--- config.mk ---
export PLATFORM = sky130hd
export DESIGN_NAME = rect_draw_scheduler
export DESIGN_NICKNAME = d
export VERILOG_FILES = /design/src/rtl/rect_draw_scheduler.sv
export SDC_FILE = /design/constraint.sdc
export NUM_CORES = 1
export LEC_CHECK = 0
export CORE_ASPECT_RATIO = 1.4
export CORE_MARGIN = 5
export CORE_UTILIZATION = 43
export DETAILED_ROUTE_END_ITERATION = 10
export PLACE_DENSITY = 0.85
export SYNTH_ARGS = -nofsm -noshare
export SYNTH_HDL_FRONTEND = slang
export SYNTH_SLANG_ARGS = --single-unit
--- constraint.sdc ---
create_clock -name clock -period 6.3 [get_ports clock]
set_input_delay 0.63 -clock clock [delete_from_list [all_inputs] [get_ports clock]]
set_output_delay 0.63 -clock clock [all_outputs]
set_load 0.02 [all_outputs]
--- src/rtl/rect_draw_scheduler.sv ---
// Shares one rectangle rasterizer among NUM_REQ requesters once per frame pass.
// Requesters are serviced in ascending index order, so higher indices paint over lower ones.
module rect_draw_scheduler #(
  parameter int NUM_REQ     = 4,
  parameter int TIMEOUT_CYC = 250000
) (
  input  logic                   clock,
  input  logic                   rst,
  input  logic                   frame_start,
  input  logic [NUM_REQ-1:0]     req,
  input  logic [9*NUM_REQ-1:0]   req_x,
  input  logic [8*NUM_REQ-1:0]   req_y,
  input  logic [9*NUM_REQ-1:0]   req_L,
  input  logic [8*NUM_REQ-1:0]   req_W,
  input  logic [3*NUM_REQ-1:0]   req_colour,
  output logic [NUM_REQ-1:0]     ack,
  output logic                   eng_start,
  output logic [8:0]             eng_x,
  output logic [7:0]             eng_y,
  output logic [8:0]             eng_L,
  output logic [7:0]             eng_W,
  output logic [2:0]             eng_colour,
  input  logic                   eng_done,
  output logic                   pass_busy,
  output logic                   pass_done,
  output logic                   timeout_err,
  output logic                   overrun
);

  localparam int IDX_W = (NUM_REQ > 1) ? $clog2(NUM_REQ) : 1;
  localparam int WD_W  = (TIMEOUT_CYC > 1) ? $clog2(TIMEOUT_CYC) : 1;
  localparam logic [IDX_W-1:0] IDX_LAST = IDX_W'(NUM_REQ - 1);
  localparam logic [WD_W-1:0]  WD_LAST  = WD_W'(TIMEOUT_CYC - 1);

  typedef enum logic [2:0] {
    S_IDLE,
    S_SCAN,
    S_LOAD,
    S_START,
    S_WAIT,
    S_ACK,
    S_FINISH
  } state_t;

  state_t           state, state_nxt;
  logic [IDX_W-1:0] idx, idx_nxt;
  logic [WD_W-1:0]  wd, wd_nxt;
  logic             load_en;
  logic             tmo_fire;
  logic             last_idx;

  logic             sel_req;
  logic [8:0]       sel_x;
  logic [7:0]       sel_y;
  logic [8:0]       sel_L;
  logic [7:0]       sel_W;
  logic [2:0]       sel_colour;

  // Slice out the descriptor of the requester currently pointed at by idx
  always_comb begin
    sel_req    = 1'b0;
    sel_x      = '0;
    sel_y      = '0;
    sel_L      = '0;
    sel_W      = '0;
    sel_colour = '0;
    for (int i = 0; i < NUM_REQ; i++) begin
      if (idx == IDX_W'(i)) begin
        sel_req    = req[i];
        sel_x      = req_x[9*i +: 9];
        sel_y      = req_y[8*i +: 8];
        sel_L      = req_L[9*i +: 9];
        sel_W      = req_W[8*i +: 8];
        sel_colour = req_colour[3*i +: 3];
      end
    end
  end

  assign last_idx = (idx == IDX_LAST);

  always_ff @(posedge clock or negedge rst) begin
    if (!rst) begin
      state <= S_IDLE;
      idx   <= '0;
      wd    <= '0;
    end else begin
      state <= state_nxt;
      idx   <= idx_nxt;
      wd    <= wd_nxt;
    end
  end

  always_comb begin
    state_nxt = state;
    idx_nxt   = idx;
    wd_nxt    = wd;
    load_en   = 1'b0;
    tmo_fire  = 1'b0;
    unique case (state)
      S_IDLE: begin
        if (frame_start) begin
          state_nxt = S_SCAN;
          idx_nxt   = '0;
        end
      end
      S_SCAN: begin
        if (sel_req) begin
          state_nxt = S_LOAD;
        end else if (last_idx) begin
          state_nxt = S_FINISH;
        end else begin
          idx_nxt = idx + IDX_W'(1);
        end
      end
      S_LOAD: begin
        load_en = 1'b1;
        // Degenerate rectangles draw nothing, so the engine is never bothered
        if (sel_L == '0 || sel_W == '0) begin
          state_nxt = S_ACK;
        end else begin
          state_nxt = S_START;
        end
      end
      S_START: begin
        wd_nxt    = '0;
        state_nxt = S_WAIT;
      end
      S_WAIT: begin
        wd_nxt = wd + WD_W'(1);
        if (eng_done) begin
          state_nxt = S_ACK;
        end else if (wd == WD_LAST) begin
          // Hung engine: drop this requester without an ack and move on
          tmo_fire = 1'b1;
          if (last_idx) begin
            state_nxt = S_FINISH;
          end else begin
            idx_nxt   = idx + IDX_W'(1);
            state_nxt = S_SCAN;
          end
        end
      end
      S_ACK: begin
        if (last_idx) begin
          state_nxt = S_FINISH;
        end else begin
          idx_nxt   = idx + IDX_W'(1);
          state_nxt = S_SCAN;
        end
      end
      S_FINISH: begin
        state_nxt = S_IDLE;
      end
      default: begin
        state_nxt = S_IDLE;
      end
    endcase
  end

  // Descriptor latch: held from LOAD until the next LOAD, including after the pass
  always_ff @(posedge clock or negedge rst) begin
    if (!rst) begin
      eng_x      <= '0;
      eng_y      <= '0;
      eng_L      <= '0;
      eng_W      <= '0;
      eng_colour <= '0;
    end else if (load_en) begin
      eng_x      <= sel_x;
      eng_y      <= sel_y;
      eng_L      <= sel_L;
      eng_W      <= sel_W;
      eng_colour <= sel_colour;
    end
  end

  always_ff @(posedge clock or negedge rst) begin
    if (!rst) begin
      timeout_err <= 1'b0;
      overrun     <= 1'b0;
    end else begin
      if (tmo_fire) begin
        timeout_err <= 1'b1;
      end
      if (frame_start && state != S_IDLE) begin
        overrun <= 1'b1;
      end
    end
  end

  always_comb begin
    ack = '0;
    for (int i = 0; i < NUM_REQ; i++) begin
      ack[i] = (state == S_ACK) && (idx == IDX_W'(i));
    end
  end

  assign eng_start = (state == S_START);
  assign pass_busy = (state != S_IDLE);
  assign pass_done = (state == S_FINISH);

  ack_onehot: assert property (@(posedge clock) disable iff (!rst) $onehot0(ack));
  start_single: assert property (@(posedge clock) disable iff (!rst) eng_start |=> !eng_start);

endmodule

# ---- Word-level counts from Yosys, hierarchy flattened
# Cells that the tools add are included.
dict set report totals {
  word_cells 86
  out_inout_bits 46
  n_memories 0
  rom_bits 0
  regBits 62
  latchBits 0
  ram_bits 0
  in_bits 156
}
dict set report op_classes {
  bitwise 0
  n_addsub 2
  order_cmp 0
  n_reduce_logical 15
  n_shift 0
  mux 43
  div_mod_pow 0
  multipliers 0
  eq_ne 16
}
# cell n
set op_table {}
lappend op_table {{2-to-1 mux 9 bit} 8}
lappend op_table {{2-to-1 mux 8 bit} 8}
lappend op_table {{one-hot mux 18 bit (2 select lines)} 1}
lappend op_table {{2-to-1 mux 3 bit} 11}
lappend op_table {{adder 18 x 1 -> 18 bit (second input constant)} 1}
lappend op_table {{equality test 18 bit (second input constant)} 1}
lappend op_table {{one-hot mux 3 bit (6 select lines)} 1}
lappend op_table {{2-to-1 mux 2 bit} 5}
lappend op_table {{equality test 3 bit (second input constant)} 3}
lappend op_table {{logical NOT 9 bit} 1}
lappend op_table {{logical NOT 8 bit} 1}
lappend op_table {{2-to-1 mux 1 bit} 8}
lappend op_table {{!= test 2 bit (second input constant)} 4}
lappend op_table {{one-hot mux 2 bit (4 select lines)} 1}
lappend op_table {{equality test 3 x 2 -> 1 bit (second input constant)} 2}
lappend op_table {{!= test 3 bit (second input constant)} 2}
lappend op_table {{logical AND 1 bit} 5}
lappend op_table {{AND reduction 5 bit} 1}
lappend op_table {{equality test 2 bit (second input constant)} 2}
lappend op_table {{nonzero test 4 bit} 1}
lappend op_table {{equality test 3 x 1 -> 1 bit (second input constant)} 1}
lappend op_table {{logical NOT 3 bit} 1}
lappend op_table {{AND reduction 3 bit} 1}
lappend op_table {{nonzero test 3 bit} 1}
lappend op_table {{5 further kinds} 5}

# ---- Logic depth before layout (Yosys ltp)
# Gate-level depths: netlist of the first run.
dict set report logic_depth {
  ltp_word 9
  mapped_depth 11
  mapped_depth_nobuf 8
}

# ---- Least setup slack after synthesis of the first run
# Ideal clock, no wire load.
dict set report synth_timing {
  kind {register -> output}
  startpoint {reg idx[0]}
  endpoint {out ack[3]}
  t_required_ns 5.670
  path_slack_ns 4.096
  n_path_buf 3
  arrival_time_ns 1.574
  stages_incl_launch_ff 6
  path_cell_list {dfrtp_1 > ha_1 > buf_2 > clkbuf_1 > clkbuf_1 > and2_1}
}
dict set report synth_between {
  elab_chain_len 2
}
# item line
set synth_lines {}
lappend synth_lines {{from (decl)} 46} ;# logic [IDX_W-1:0] idx, idx_nxt;
lappend synth_lines {{from (signal assigned)} 88} ;# idx <= idx_nxt;
lappend synth_lines {{equality test 2 bit} 194} ;# ack[i] = (state == S_ACK) && (idx == IDX_W'(i));
lappend synth_lines {{logical AND 1 bit} 194}
lappend synth_lines {{to (decl)} 16} ;# output logic [NUM_REQ-1:0] ack,
# Every way passes these cells.

# ---- Final worst setup path of the first run
# Same ends and word-level chain as after synthesis.

==> impl_results.md, run 1 <==
* Status: finished clean
* Die Wd at 89.69 µm
* Net Count, Synth at 614
* H-Tree Level Count at 3
* M1 WL at 5.383 mm
* Post-synth EDFFs at 0
* Clk_lat worst skew at 330 ps
* Final period util at 49.77%
* CP delay by family, top: adder cells
* Maximum capacitance violations at 0
* Sequential-to-total area share from yosys stat at 40.59%
* RSZ-0062 raised after global routing: no
* Register area at 0.001551 mm²
* Crit start category: flop
* Final setup vio count at 0
* Final global-route overflow total at 0
* Slowest-stage cell, CP: ha_2
* Via/cell ratio at 5.943
* PnR worst setup slack at 3165 ps
* Gpl congestion at 1.031
* Reg clk slew, reported paths at 50 ps
* Crit. End Element: output pin
* Share of layout cells above drive strength 1 at 5.329%
* R2R depth at 7
* Root buf cell: clkbuf_16
* DR iter-0 viols at 360
* Hold Vio Cnt, Final at 0
* Hold-fix buffers at CTS at 0
* Pins Over Slew Limit at 0
* Clock period minus final worst setup slack at 3135 ps
* Lkg Pwr at 2.478 nW
* Overall Global Routing Usage at 27.79%
* Gates resized, CTS repair at 0
* Placed Area at 0.005832 mm²
* Worst hold path type: in2async
* Row count at 40
* Pre-antenna DRT Iters at 7
* Routed Antenna Nets at 0
* CP Data Arrival Time at 2510 ps
* I/O Pins at 202
* Setup TNS at 0 ps
* Synthesized instance count at 453
* Ys Warns at 0
* PwrDens at 421.7 mW/mm²
* Antenna violations before repair at 0
* Maximum vdd drop at 0.2307 mV
* Drt drc at 0
* Ant diodes at 0
* Routed length per instance at 19.94 µm
* Layout Nets at 795
* Worst-case clock buffer depth at 2
* First-pass GRT wire length at 23.03 mm
* Mean Syn Cell Area at 8.438 µm²
* Multi-input gate area in the final layout at 0.002076 mm²
* Synth Cell Area at 0.003822 mm²
* Main synth FF type: dfrtp_1
* Vias in the first global route at 4531
* Req. time, crit path at 5670 ps
* Clock Skew at 2.234 ps
* Critical path cell sequence: ha_2 > and2_1 > clkdlybuf4s50_1
* Async SR Flop Fraction at 100.0%
* Hpwl dp at 11.34 mm
* Unique masters post-synth at 52
* Hold WS at 454.6 ps
* Starting Density at 44.15%
* Placement Setup Slack at 3224 ps
* Total Wirelength at 14.81 mm
* Placeable Area at 0.008658 mm²
* Die area at 0.01090 mm²
* CTS buffer count at 9
* P&R area growth vs syn at 60.13%
* Stages on worst setup path at 3
* Worst R2R Setup Slack at 3210 ps
* Max_slew headroom at 27.25%
* Port buffer count at 201
* Bufs and invs on worst path at 1
* Filler cell count in the final layout at 683
* Max FO, Critical Path at 57
* CTS tree: built
* WS Path Type: reg2out
* Worst-Margin Slew at 1087 ps
* Die Y at 121.6 µm
* Num Clock Sinks at 62
* Highest Signal Layer: met4
* Largest net degree at the start of global routing at 69
* Final instance area at 0.006121 mm²
* Peak Freq at 0.3189 GHz
* Metal2 WL at 7.845 mm
* CP max stage delay at 900 ps
* Post-CTS Setup Repair Bufs at 0
* Vias at 4416
* Synthesized flop and latch total at 62
* Met3 WL at 1.016 mm
-- placed cells by master, fill, tap and decap left out, types with 7 or more instances in the layout --
cell	instances
clkdlybuf4s50_1	200
dfrtp_1	62
nand2_1	58
nor2_1	43
o21ai_0	40
a21oi_1	31
a221oi_1	26
nor3_1	22
o22ai_1	14
o31ai_1	13
nand3_1	11
clkbuf_16	9
inv_1	7
-- stage by stage --
| step | utilization [%] | total power [mW] | instances |
|---|---|---|---|
| 4_1_cts | 70.69 | 2.587 | 743 |
| 3_3_place_gp | 67.36 | 2.067 | 728 |
| 5_1_grt | 70.69 | 2.760 | 743 |
| 2_1_floorplan | - | 1.551 | 453 |
| 6_report | 70.69 | 2.581 | 743 |
| 3_5_place_dp | 67.36 | 2.098 | 728 |
-- layout make-up --
class,instances,area share (%)
multi-input cells,347,33.91
repair buffers,205,33.28
flip-flops and latches,62,25.35
clock buffers,10,3.904
well taps,105,2.146
clock inverters,5,0.8177
inverters,9,0.5928
-- synthesized netlist by cell type, types with 3 or more instances --
cell type / number / share of area [%]
nor4_1: 3 / 0.49
nor3_1: 22 / 2.9
inv_1: 7 / 0.69
o22ai_1: 14 / 2.3
a221oi_1: 26 / 6.0
a21oi_1: 31 / 4.1
dfrtp_1: 62 / 41
o41ai_1: 3 / 0.69
buf_1: 4 / 0.39
o21ai_0: 40 / 5.2
o31ai_1: 13 / 2.6
nor2_1: 43 / 4.2
and2_1: 6 / 0.98
nand2_1: 59 / 5.8
nand4_1: 3 / 0.49
nand3b_1: 4 / 0.79
a21o_1: 6 / 1.2
a221o_1: 5 / 1.3
a211oi_1: 4 / 0.79
ha_1: 5 / 1.6
o211ai_1: 5 / 0.98
nand2b_1: 3 / 0.49
buf_2: 8 / 1.0
clkbuf_1: 19 / 1.9
mux2_2: 3 / 0.88
a22oi_1: 5 / 0.98
nand3_1: 11 / 1.4
o221ai_1: 4 / 0.92
and3_1: 3 / 0.49
-- cells by family (layout without fill, tap and decap cells) --
kind of cell / Yosys count / in the layout / synth area share (%)
DFF: 62 / 62 / 40.59
and+or+nand+nor: 172 / 172 / 21.74
AOI/OAI and AO/OA: 165 / 165 / 29.39
buffers and inverters: 44 / 229 / 5.237
adders and majority gates: 5 / 5 / 1.637
muxes: 5 / 5 / 1.407
-- power by group --
part / switching, mW / leakage, nW / internal, mW
registers: 0.107 / 0.790 / 0.536
logic: 0.816 / 1.54 / 0.641
clock network: 0.170 / 0.148 / 0.311
-- state kept, by name (all words and copies together) (netlist names) --
register	flops
wd	18
eng_L	9
eng_x	9
eng_W	8
eng_y	8
eng_colour	3
state	3
idx	2
overrun	1
timeout_err	1
-- worst paths after layout --
kind                                     startpoint              endpoint
worst max register to register   idx[0]$_DFFE_PN0P_  state[2]$_DFFE_PN0P_
min in group clock              overrun$_DFFE_PN0P_   overrun$_DFFE_PN0P_
worst min-delay path                            rst  eng_L[6]$_DFFE_PN0P_
worst max-delay path             idx[0]$_DFFE_PN0P_                ack[3]
max in group asynchronous                       rst  eng_L[2]$_DFFE_PN0P_
worst min register to register  overrun$_DFFE_PN0P_   overrun$_DFFE_PN0P_
-- worst reg2reg max path, cell delays in order, from the launching register on --
cell and delay (ps):
dfrtp_1 410, ha_2 900, or2_0 590, a221o_1 200
o221ai_1 130, and4_1 250, a22o_1 200, a221o_1 300
-- metal layers --
metal,track usage [%],up-vias
met1,31.55,2097
met4,12.85,0
met5,0,-
met2,48.49,206
li1,-,2078
met3,5.819,35
No activity file was read; power rests on OpenSTA's default activity.
==> run 2: changes to the inputs <==
Settings changed: CORE_UTILIZATION 43 to 40, PLACE_DENSITY 0.85 to 0.79.
Clock period 6.3 ns to 3.15 ns, I/O delays scaled along.
==> impl_results.md, run 2 (synthesis results as in run 1) <==
* Status: finished clean
* Inst Count DP at 739 (+1.5%)
* Gates resized, CTS repair at 0 (unchanged)
* Placed Area at 0.005883 mm² (+0.88%)
* Root buf cell: clkbuf_16
* Maximum vdd drop at 0.3793 mV (+64%)
* Routed length per instance at 19.74 µm (-0.98%)
* Drt drc at 0 (unchanged)
* Power, Total at 5.259 mW (+100%)
* Max reg flops at 18 (unchanged)
* Fin cells at 755 (+1.6%)
* Hold Path Depth at 2
* Setup TNS at 0 ps (unchanged)
* Critical register-to-register path startpoint: idx[0]$_DFFE_PN0P_
* Biggest register: wd
* Largest net degree at the start of global routing at 47 (-32%)
* Final instance area at 0.006198 mm² (+1.3%)
* Row count at 42 (+5.0%)
* Via/cell ratio at 5.833 (-1.9%)
* Overall Global Routing Usage at 25.34% (-2.4 points)
* Worst-Margin Slew at 675.9 ps (-411.5 ps)
* I/O Pins at 202 (unchanged)
* CTS tree: built
* Port buffer count at 201 (unchanged)
* Worst R2R Setup Slack at 610 ps (-2600 ps)
* Final global-route overflow total at 0 (unchanged)
* Max FO, Critical Path at 46 (-19%)
* Final setup vio count at 0 (unchanged)
* Crit start category: flop
* Clk_lat worst skew at 330 ps (about the same)
* Share of layout cells above drive strength 1 at 5.891% (+0.56 points)
* Ant diodes at 0 (unchanged)
* Worst-case clock buffer depth at 2 (unchanged)
* PnR worst setup slack at 505.7 ps (-2659 ps)
* Vias in the first global route at 4428 (-2.3%)
* Hold endpoint: timeout_err$_DFFE_PN0P_
* First-pass GRT wire length at 22.94 mm (-0.39%)
* Max_slew headroom at 54.78% (+28 points)
* Hpwl dp at 11.61 mm (+2.4%)
* Gpl congestion at 1.015 (-1.6%)
* Placement Setup Slack at 616.3 ps (-2608 ps)
* Clock period minus final worst setup slack at 2644 ps
* Vias at 4404 (-0.27%)
* Maximum capacitance violations at 0 (unchanged)
* Hold WS at 467.6 ps (+13.04 ps)
* Layout Nets at 802 (+0.88%)
* RSZ-0062 raised after global routing: no
* Final core occ at 65.90% (-4.8 points)
* CTS buffer count at 9 (unchanged)
* Num Clock Sinks at 62 (unchanged)
* Commonest non-fill, non-tap cell in the layout: clkdlybuf4s50_1
* Req. time, crit path at 2830 ps (-2840 ps)
* DR iter-0 viols at 192 (-47%)
* Die area at 0.01164 mm² (+6.8%)
* Hold Path Origin: timeout_err$_DFFE_PN0P_
* Commonest cells after routing, fill and taps aside: clkdlybuf4s50_1 (200), dfrtp_1 (62), nand2_1 (58)
* Placeable Area at 0.009407 mm² (+8.6%)
* Total Wirelength at 14.91 mm (+0.62%)
* P&R area growth vs syn at 62.16%
* Die Wd at 92.62 µm (+3.3%)
* Peak Freq at 0.3782 GHz
* Reg clk slew, reported paths at 50 ps (about the same)
* Pre-antenna DRT Iters at 4 (-3)
* Lkg Pwr at 2.509 nW (+1.2%)
* Worst hold path type: reg2reg
* Routed Antenna Nets at 0 (unchanged)
* WS Path Type: reg2out
* Crit. End Element: output pin
* Final period util at 83.95%
* H-Tree Level Count at 3 (unchanged)
* Die Y at 125.7 µm (+3.4%)
* Starting Density at 40.64% (-3.5 points)
* Hold Vio Cnt, Final at 0 (unchanged)
* Crit Reg-Reg Endpoint: state[2]$_DFFE_PN0P_
* PwrDens at 848.5 mW/mm² (+100%)
* Antenna violations before repair at 0 (unchanged)
* Pins Over Slew Limit at 0 (unchanged)
* Clock Skew at 4.148 ps (+1.914 ps)
* Biggest regs: wd (18), eng_L (9), eng_x (9)
* R2R depth at 8 (+1)
* CP Data Arrival Time at 2330 ps (-180 ps)
==> run 2: critical path: stages, from the launching register on <==
cell	delay [ps]
dfrtp_1	410
ha_2	350
buf_4	440
and2_1	190
clkdlybuf4s50_1	600
==> run 2: report_power, final <==
| part | total [mW] | internal, mW | leakage, nW | switching [mW] |
|---|---|---|---|---|
| clock network | 1.04 | 0.687 | 0.146 | 0.349 |
| registers | 1.28 | 1.07 | 0.790 | 0.206 |
| logic | 2.95 | 1.31 | 1.57 | 1.64 |
==> run 2: timing repair <==
action,4_1_cts,5_1_grt
buffers inserted,0,0
hold endpoints to repair,20,0
hold buffers,1,0
==> run 2: final cells by class <==
type / count / area (µm²)
well taps: 110 / 137.6
clock buffers: 11 / 232.7
multi-input cells: 347 / 2076
inverters: 9 / 36.28
fillers: 792 / 3208
clock inverters: 4 / 72.57
repair buffers: 212 / 2092
flip-flops and latches: 62 / 1551
==> run 2: per-layer routing <==
metal	part of all wire, %	up-vias	wire [µm]	track usage (%)
li1	-	2085	-	-
met1	37	2099	5500	28.47
met2	52	182	7760	44.27
met3	6.9	38	1032	6.384
met4	4.1	0	612	12.42
met5	0	-	0	0
==> run 2: worst max path at each step <==
stage / endpoint / from / depth (start not counted) / slack, ps
global route: eng_start / state[0]$_DFFE_PN0P_ / 4 / 380
CTS: ack[3] / idx[0]$_DFFE_PN0P_ / 4 / 490
global placement: state[2]$_DFFE_PN0P_ / idx[0]$_DFFE_PN0P_ / 8 / 750
finish: ack[3] / idx[0]$_DFFE_PN0P_ / 4 / 510
floorplan: idx[0]$_DFFE_PN0P_ / idx[0]$_DFFE_PN0P_ / 7 / 1100
detailed placement: state[2]$_DFFE_PN0P_ / idx[0]$_DFFE_PN0P_ / 8 / 620
==> run 3: changes to the inputs <==
Settings changed: CORE_UTILIZATION 40 to 36, PLACE_DENSITY 0.79 to 0.75.
Clock period 3.15 ns to 2.2 ns, I/O delays scaled along.
==> impl_results.md, run 3 (synthesis results as in run 1) <==
* Placed Area at 0.006141 mm² (+4.4%)
* Worst hold path type: in2async
* CP Data Arrival Time at 2400 ps (+70 ps)
* CTS buffer count at 9 (unchanged)
* Crit Reg-Reg Endpoint: state[2]$_DFFE_PN0P_
* H-Tree Level Count at 3 (unchanged)
* Routed Antenna Nets at 0 (unchanged)
* Max_slew headroom at 67.68% (+13 points)
* Die Wd at 97.09 µm (+4.8%)
* Vias in the first global route at 4652 (+5.1%)
* Inst Count DP at 790 (+6.9%)
* Biggest regs: wd (18), eng_L (9), eng_x (9)
* Starting Density at 36.74% (-3.9 points)
* Total Wirelength at 15.00 mm (+0.60%)
* Final period util at 99.95%
* Slowest-stage cell, CP: dfrtp_1
* Critical Path Start: idx[1]$_DFFE_PN0P_
* Routed length per instance at 18.49 µm (-6.3%)
* Clk_lat worst skew at 330 ps (about the same)
* Critical register-to-register path startpoint: idx[1]$_DFFE_PN0P_
* CP max stage delay at 400 ps (-200 ps)
* Maximum vdd drop at 0.5906 mV (+56%)
* Final global-route overflow total at 0 (unchanged)
* Worst R2R Setup Slack at 1 ps (-610 ps)
* Max reg flops at 18 (unchanged)
* Clock Skew at 6.952 ps (+2.803 ps)
* Ant diodes at 0 (unchanged)
* GRT busiest layer: met2
* Hold WS at 424.6 ps (-43.09 ps)
* Filler cell count in the final layout at 878 (+11%)
* Met2 usage at 41.90% (-2.4 points)
* Setup TNS at 0 ps (unchanged)
* CTS tree: built
* Status: finished clean
* Max FO, Critical Path at 9 (-80%)
* Maximum capacitance violations at 0 (unchanged)
* Worst-Margin Slew at 483.0 ps (-192.9 ps)
* Reg clk slew, reported paths at 50 ps (about the same)
* Clock period minus final worst setup slack at 2199 ps
* Lkg Pwr at 2.684 nW (+7.0%)
* Pre-antenna DRT Iters at 4 (unchanged)
* Crit. End Element: flop
* Pins Over Slew Limit at 0 (unchanged)
* WS Path Type: reg2reg
* Drt drc at 0 (unchanged)
* Biggest register: wd
* Gpl congestion at 0.9334 (-8.1%)
* RSZ-0062 raised after global routing: yes
* I/O Pins at 202 (unchanged)
* Critical path cell sequence: inv_1 > ha_2 > nor2b_4 > buf_6 > a221o_1 > o221ai_1 > and4_1 > a22o_1 > a221o_1
* CP endpoint: state[2]$_DFFE_PN0P_
* Row count at 44 (+4.8%)
* Overall Global Routing Usage at 23.19% (-2.1 points)
* Largest net degree at the start of global routing at 63 (+34%)
* Placeable Area at 0.01041 mm² (+11%)
* Via/cell ratio at 5.520 (-5.4%)
* Req. time, crit path at 2400 ps (-430 ps)
* Antenna violations before repair at 0 (unchanged)
* Hold Vio Cnt, Final at 0 (unchanged)
* Crit start category: flop
* Commonest cells after routing, fill and taps aside: clkdlybuf4s50_1 (196), dfrtp_1 (61), nand2_1 (58)
* Die area at 0.01281 mm² (+10%)
* Final instance area at 0.006494 mm² (+4.8%)
* First-pass GRT wire length at 23.93 mm (+4.3%)
* Root buf cell: clkbuf_16
* Power, Total at 7.857 mW (+49%)
* R2R depth at 9 (+1)
* Vias at 4477 (+1.7%)
* Die Y at 131.9 µm (+5.0%)
* Hpwl dp at 11.80 mm (+1.6%)
* DR iter-0 viols at 161 (-16%)
* Layout Nets at 829 (+3.4%)
* Peak Freq at 0.4548 GHz
* Final setup vio count at 0 (unchanged)
* Met1 Track Usage GR at 26.39% (-2.1 points)
* Most used cell along the critical path: a221o_1
* P&R area growth vs syn at 69.89%
* Share of layout cells above drive strength 1 at 10.85% (+5.0 points)
* Fin cells at 811 (+7.4%)
* Commonest non-fill, non-tap cell in the layout: clkdlybuf4s50_1
* Worst-case clock buffer depth at 2 (unchanged)
* Num Clock Sinks at 62 (unchanged)
* Met3 Use GR at 5.982% (-0.40 points)
* PwrDens at 1210 mW/mm² (+43%)
* Port buffer count at 201 (unchanged)
[run 3: cell count changes in the layout (fill, tap and decap cells not counted), moves of 2 or more]
cell and change:
clkdlybuf4s50_1 -4, clkinv_2 +2, ha_1 -2, dlygate4sd2_1 +2, buf_4 +18, ha_2 +2, bufinv_16 -2, buf_12 +5
buf_6 +4
[run 3: critical path, delay by kind of cell (launching register included)]
family | cells | cell delay (ps)
AND/OR/NAND/NOR | 2 | 450
flip-flops | 1 | 400
buffers and inverters | 2 | 260
AO/OA/AOI/OAI | 4 | 770
adder cells (fa/ha/maj) | 1 | 190
[run 3: through the flow]
step | setup WS, ps | util, %
after global placement | 59.81 | 59.02
after global routing | -101.1 | 62.41
after CTS | 4.114 | 62.06
after floorplan | 147.8 | -
after detailed placement | -39.52 | 59.02
final | 1.013 | 62.41
[run 3: layout make-up]
cell class / instances / area, µm² / area share (%)
repair buffers: 239 / 2367 / 36.45
multi-input cells: 347 / 2096 / 32.27
flip-flops and latches: 62 / 1553 / 23.91
clock buffers: 12 / 246.5 / 3.796
well taps: 138 / 172.7 / 2.659
inverters: 9 / 36.28 / 0.5588
clock inverters: 4 / 22.52 / 0.3468
[run 3: metal layers]
layer	routed length, µm	share of wire [%]
met1	5725	38
met2	8022	53
met3	909	6.1
met4	338	2.3
met5	0	0
[run 3: how the worst min path moves through the flow]
stage | cells after the start | slack (ps) | start | endpoint
global route | 3 | 480 | rst | eng_L[1]$_DFFE_PN0P_
floorplan | 0 | -80 | rst | eng_L[0]$_DFFE_PN0P_
global placement | 2 | 260 | rst | eng_L[0]$_DFFE_PN0P_
CTS | 3 | 450 | rst | eng_L[0]$_DFFE_PN0P_
finish | 3 | 420 | rst | eng_L[0]$_DFFE_PN0P_
detailed placement | 2 | 260 | rst | eng_L[6]$_DFFE_PN0P_
[run 3: timing repair]
action	4_1_cts	5_1_grt
hold endpoints to repair	62	0
resized for setup	14	6
setup buffers	0	4
pin swaps	3	8
hold buffers	1	0
endpoints found under the setup margin	5	5
[run 3: report_power, final]
group	switching, mW	total [mW]	internal [mW]
Sequential	0.249	1.79	1.54
Clock	0.490	1.28	0.786
Combinational	2.49	4.79	2.30
